==> config.mk <==
export PLATFORM = sky130hd
export DESIGN_NAME = array_repack_stream
export DESIGN_NICKNAME = d
export VERILOG_FILES = /design/src/rtl/array_repack_pkg.sv /design/src/rtl/array_index_walker.sv /design/src/rtl/array_repack_stream.sv
export SDC_FILE = /design/constraint.sdc
export NUM_CORES = 1
export LEC_CHECK = 0
export BUFFER_PORTS_ARGS = -buffer_cell sky130_fd_sc_hd__buf_2
export CORE_MARGIN = 3
export CORE_UTILIZATION = 55
export DETAILED_ROUTE_END_ITERATION = 16
export GPL_TIMING_DRIVEN = 0
export PLACE_DENSITY = 0.8
export REMOVE_ABC_BUFFERS = 1
export SETUP_SLACK_MARGIN = 0.05
export SLEW_MARGIN = 20
export SYNTH_ARGS = -nofsm -noshare
export SYNTH_HDL_FRONTEND = slang
export SYNTH_SLANG_ARGS = --single-unit
export TNS_END_PERCENT = 5
==> constraint.sdc <==
create_clock -name clk -period 1.6 [get_ports clk]
set_clock_uncertainty 0.15 [all_clocks]
set_input_delay 0.08 -clock clk [delete_from_list [all_inputs] [get_ports clk]]
set_output_delay 0.08 -clock clk [all_outputs]
set_load 0.05 [all_outputs]
==> src/rtl/array_repack_pkg.sv <==
// Shared types and helpers for the array repack stream.
// Index widths and the two-state frame FSM encoding.
package array_repack_pkg;

    typedef enum logic {
        IDLE = 1'b0,
        SEND = 1'b1
    } repack_state_t;

    // Width of an index counter for a dimension of n entries.
    function automatic int idx_w(input int n);
        return (n <= 1) ? 1 : $clog2(n);
    endfunction

endpackage

==> src/rtl/array_index_walker.sv <==
// Walks (i,j) over a D0 x D1 array, row- or column-major.
// One step per call; clear returns both indices to zero.
module array_index_walker
    import array_repack_pkg::*;
#(
    parameter int D0        = 2,
    parameter int D1        = 3,
    parameter int COL_MAJOR = 0,
    localparam int IW       = idx_w(D0),
    localparam int JW       = idx_w(D1)
) (
    input  logic          clk,
    input  logic          reset,
    input  logic          clear,
    input  logic          step,
    output logic [IW-1:0] i,
    output logic [JW-1:0] j,
    output logic          last
);

    localparam logic [IW-1:0] IMAX = IW'(D0 - 1);
    localparam logic [JW-1:0] JMAX = JW'(D1 - 1);

    logic i_top;
    logic j_top;

    assign i_top = (i == IMAX);
    assign j_top = (j == JMAX);
    assign last  = i_top && j_top;

    // Index registers: exact wrap at the dimension limits.
    always_ff @(posedge clk) begin
        if (reset || clear) begin
            i <= '0;
            j <= '0;
        end else if (step) begin
            if (COL_MAJOR != 0) begin
                if (i_top) begin
                    i <= '0;
                    j <= j_top ? '0 : j + JW'(1);
                end else begin
                    i <= i + IW'(1);
                end
            end else begin
                if (j_top) begin
                    j <= '0;
                    i <= i_top ? '0 : i + IW'(1);
                end else begin
                    j <= j + JW'(1);
                end
            end
        end
    end

endmodule

==> src/rtl/array_repack_stream.sv <==
// Captures a packed [D0][D1][W] frame and streams it
// out one element per cycle with its (i,j) index.
module array_repack_stream
    import array_repack_pkg::*;
#(
    parameter int W         = 4,
    parameter int D0        = 2,
    parameter int D1        = 3,
    parameter int COL_MAJOR = 0,
    localparam int IW       = idx_w(D0),
    localparam int JW       = idx_w(D1),
    localparam int FW       = D0 * D1 * W
) (
    input  logic          clk,
    input  logic          reset,
    input  logic          in_valid,
    output logic          in_ready,
    input  logic [FW-1:0] in_data,
    output logic          out_valid,
    input  logic          out_ready,
    output logic [W-1:0]  out_elem,
    output logic [IW-1:0] out_i,
    output logic [JW-1:0] out_j,
    output logic          out_last
);

    repack_state_t state;
    repack_state_t state_nx;

    logic [FW-1:0] frame;
    logic          accept;
    logic          hs;
    logic [IW-1:0] wi;
    logic [JW-1:0] wj;
    logic          wlast;

    assign accept = in_valid && in_ready;
    assign hs     = out_valid && out_ready;

    array_index_walker #(
        .D0        (D0),
        .D1        (D1),
        .COL_MAJOR (COL_MAJOR)
    ) u_walk (
        .clk   (clk),
        .reset (reset),
        .clear (accept),
        .step  (hs),
        .i     (wi),
        .j     (wj),
        .last  (wlast)
    );

    assign out_i    = wi;
    assign out_j    = wj;
    assign out_last = out_valid && wlast;

    // Frame latch: whole frame captured on accept only.
    always_ff @(posedge clk) begin
        if (reset) begin
            frame <= '0;
        end else if (accept) begin
            frame <= in_data;
        end
    end

    // State register.
    always_ff @(posedge clk) begin
        if (reset) begin
            state <= IDLE;
        end else begin
            state <= state_nx;
        end
    end

    // Next state and handshake outputs; reload on last keeps SEND.
    always_comb begin
        state_nx  = state;
        in_ready  = 1'b0;
        out_valid = 1'b0;
        unique case (state)
            IDLE: begin
                in_ready = 1'b1;
                if (in_valid) begin
                    state_nx = SEND;
                end
            end
            SEND: begin
                out_valid = 1'b1;
                if (out_ready && wlast) begin
                    in_ready = 1'b1;
                    if (!in_valid) begin
                        state_nx = IDLE;
                    end
                end
            end
            default: begin
                state_nx = IDLE;
            end
        endcase
    end

    // Element mux: constant slices selected by exact index match.
    always_comb begin
        out_elem = '0;
        for (int a = 0; a < D0; a++) begin
            for (int b = 0; b < D1; b++) begin
                if (wi == IW'(a) && wj == JW'(b)) begin
                    out_elem = frame[(a*D1+b)*W +: W];
                end
            end
        end
    end

endmodule
Word-level counts from Yosys, hierarchy flattened --
Cells that the tools add are included.
Storage, ports and cells: bits in registers 28, word-level logic and storage cells 37
Cells by class: add/subtract/negate cells 2, equal/unequal tests 2, mux-type cells 14, bitwise gates (word level) 2, reduce and logical (&&, ||, !) cells 13
Operator list (count):
- $mux 4 | 6
- $logic_and 1x1->1 | 10
- $mux 1 | 5
- $pmux 1 s2 | 2
- $add 2x1->2 const B | 1
- $eq 2x1->1 const B | 1
- $eq 2x2->1 const B | 1
- $logic_not 2->1 | 1
- $mux 2 | 1
- $not 1->1 | 2
- $reduce_and 2->1 | 1
- $add 1x1->1 const B | 1
- $logic_or 1x1->1 | 1

Depth between registers and ports, before layout --
depth in word-level cells 8, depth in mapped cells 5, mapped depth without buffers 3

Hierarchy --
Synthesis repeated with hierarchy kept, for this count alone.
Second synthesis, totals: cell total of the unflattened synthesis 151, area total of the unflattened synthesis 1536.5 µm²
Modules (own cells, without submodules):
- array_repack_stream | times used 1, cells each 137, area each 1385.1 µm², sequential area each 500.5 µm²
- array_index_walker | times used 1, cells each 14, area each 151.4 µm², sequential area each 60.1 µm²

Worst setup path before layout --
Ideal clock, no wire load.
path kind register -> output, start point register u_walk.j[1], end point output port out_elem[2], arrival time 1.961 ns, required time 1.370 ns, path slack -0.591 ns, stages on the path, launching flop included 5, path through dfxtp_1 > buf_6 > mux2_4 > a22oi_1 > a21oi_1
On the way: longest elaborated chain between the ends 8
RTL lines:
- start, declared | line array_index_walker.sv:17 | output logic [JW-1:0] j,
- start signal, assigned | line array_index_walker.sv:40 | j <= j_top ? '0 : j + JW'(1);
- start signal, assigned | line array_index_walker.sv:49 | j <= j + JW'(1);
- $logic_not 2->1 | line array_repack_stream.sv:108 | if (wi == IW'(a) && wj == JW'(b)) begin
- $logic_and 1x1->1 | line array_repack_stream.sv:108
- $mux 4 (5 in a row) | line array_repack_stream.sv:108
- $mux 4 * | line array_repack_stream.sv:108
- end, declared | line array_repack_stream.sv:21 | output logic [W-1:0] out_elem,
Mark *: on every way between the ends. The rest lies on a longest branch, timed or not.

Worst setup path in the final report --
Ends and elaborated chain as after synthesis.

==> metrics.yaml <==
run_status:
  status: "finished with violations"
  failed_checks: "negative setup slack"
floorplan:
  die_h_microns: 65.2
  num_io_pins: 38
  core_area_sq_um: 3200
  die-area_sq_um: 4250
  rows: 20
  fp.dieW_microns: 65.2
  start_util_pct: 60.1
sta:
  max_freq_mhz: 514
  hold_viol: 0
  finalWorstSetupSlack_ns: -0.346
  finalCritPeriodShare_pct: 122
  maxSlewViolCount: 0
  grt_setup_unrepaired: "yes"
  setup_viol: 30
  worst_pin_slew_ns: 0.661
  period_needed_ns: 1.95
  slew_headroom_pct: 56.0
synth:
  synth_commonest_cells: "dfxtp_1 (28), nand2_1 (27)"
  syn_area_sq_um: 1930
  syn_inst: 218
  yosysMostFrequentCell: "dfxtp_1"
  synthArstFlopShare_pct: 0
  yosysTopAreaCell: "dfxtp_1"
  synth-edff-count: 0
  synth_top_cell_area_share_pct: 29.1
  synthTopCellsByArea: "dfxtp_1 (29%), nand4b_1 (11%), o311ai_1 (11%)"
  yosys_warnings: 0
  ys_types: 27
  seq_area_frac_synth_pct: 29.1
  synthFlopType: "dfxtp_1"
  ys_seq_elements: 28
  syn_avg_cell_area_sq_um: 8.83
grt:
  overflow: 0
  first_global_vias: 1951
  grt_pass1_wl_mm: 9.29
  antenna_found_initial: 0
  grt_max_degree: 78
  track_usage_pct: 27.2
clock_network:
  path_clk_slew_ns: 0.16
  clock-sinks: 28
  cts-root-buf: "clkbuf_4"
  cts_tree: "built"
  clock_latency_ns: 0.34
  cts_made_buffers: 3
  clock_path_buffers: 2
  cts_htree_levels: 1
power_and_ir_drop:
  power_density_nw_per_um2: 631
  ir_drop_mv: 0.657
  p_leak_nw: 0.997
hold_path:
  hp-class: "primary input to register"
routing:
  antenna_left: 0
  wl_mm: 5.75
  route.vias.total: 2077
  drt_pre_antenna_iters: 5
  wl_per_cell_microns: 18.6
  vias_per_cell: 6.72
  first_iter_violations: 242
  drc_errors: 0
layout:
  nets: 294
  areaGrowthSynthToFinish_pct: 29.4
  fill_cells: 253
  drive_above_1_share_pct: 28.7
  layoutNonFillerInstCount: 309
  antennaDiodeCount: 0
placement:
  place_congestion: 0.746
  dp.cells: 271
  io_buffers: 37
  post-place-ws_ns: -0.960
  dp_hpwl_mm: 2.63
setup_path:
  worst_setup_path_end_kind: "output port"
  arrival_ns: 1.72
  cp.required_ns: 1.37
  startpoint_type: "register"
  worstSetupPathType: "register to output port"
  worstPathMaxFanout: 5
job:
  drv_cap: 0
==> final cells by class <==
class | count | area [sq um] | share of cell area, %
Tap cell | 44 | 55.1 | 2.21
Clock buffer | 4 | 36.3 | 1.46
Multi-Input combinational cell | 160 | 1250 | 50.2
Sequential cell | 28 | 573 | 23.0
Timing Repair inverter | 1 | 7.51 | 0.301
Timing Repair Buffer | 69 | 541 | 21.7
Inverter | 3 | 28.8 | 1.15
==> flip-flops by register name, indices dropped and copies added, names as in the netlist <==
name      cells
state         1
u_walk.j      2
frame        24
u_walk.i      1
==> stage by stage <==
stage	total power, mW	hold slack (ns)	area, sq um	util (%)	setup TNS [ns]
after global routing	1.64	0.106	2490	77.8	-5.60
after CTS	1.56	0.0625	2450	76.4	-1.46
final	1.57	0.0851	2490	77.8	-3.87
after detailed placement	1.15	0.194	2030	63.3	-27.41
after global placement	1.13	0.187	2010	62.8	-34.26
after floorplan	1.01	-0.000934	1770	-	-23.30
==> cells by family (layout without fill, tap and decap cells) <==
kind of cell | count (synthesis) | after routing | synth area share (%)
compound gates | 64 | 64 | 25.7
buf+inv | 32 | 77 | 9.36
flops | 28 | 28 | 29.1
mux | 10 | 10 | 6.69
simple gates | 84 | 86 | 29.2
==> layout by cell type, fill, tap and decap left out, types with 2 or more instances in the layout <==
cell type	synthesis	routed
buf_2	13	29
nand2_1	27	27
nor3b_1	24	24
a31oi_1	24	24
nand4b_1	24	24
dfxtp_1	28	24
dlygate4sd3_1	0	24
o311ai_1	24	23
buf_4	4	11
mux2_4	5	6
a21oi_1	7	6
a221oi_2	4	4
clkbuf_4	0	3
dfxtp_4	0	3
a22oi_2	0	2
a22oi_1	4	2
mux2_1	3	2
nand4b_4	1	2
nor2_1	2	2
clkinvlp_4	0	2
mux2i_1	2	2
nor3_1	2	2
buf_8	0	2
buf_6	2	2
==> worst max-delay path, cell delays in order, from the launching register on <==
cell and delay (ns):
dfxtp_4 0.43, buf_12 0.12, mux2_4 0.30, a221oi_2 0.23
a21oi_1 0.09, buf_4 0.21
==> per-layer routing <==
layer  vias up  track usage, %  routed length, microns
met2       101            45.4                    2890
li1        970               -                       -
met3        13            4.96                     370
met1       993            35.4                    2410
met4         0            8.81                      79
met5         -               0                       0
==> report_power, final <==
part | internal (mW) | switching [mW] | leakage (nW)
clock | 0.140 | 0.221 | 0.0210
combinational | 0.196 | 0.217 | 0.743
sequential | 0.742 | 0.0559 | 0.233
==> path summary, 6_finish.rpt <==
path,startpoint,end,slack (ns),depth (start not counted)
max,u_walk.j[1],out_elem[2],-0.35,5
min,in_valid,frame[2],0.09,3
max reg2reg,u_walk.j[1],frame[11],-0.16,5
min reg2reg,frame[15],frame[15],0.41,2
==> repair_timing <==
action                                 in CTS  in global routing
hold buffers                               24                  0
setup buffers                               5                  2
setup endpoints to repair                  37                 34
endpoints found under the hold margin      24                  0
pin swaps                                  47                  1
cloned                                      3                  0
gates resized for setup                    22                  6
(Power assumes the default switching activity.)
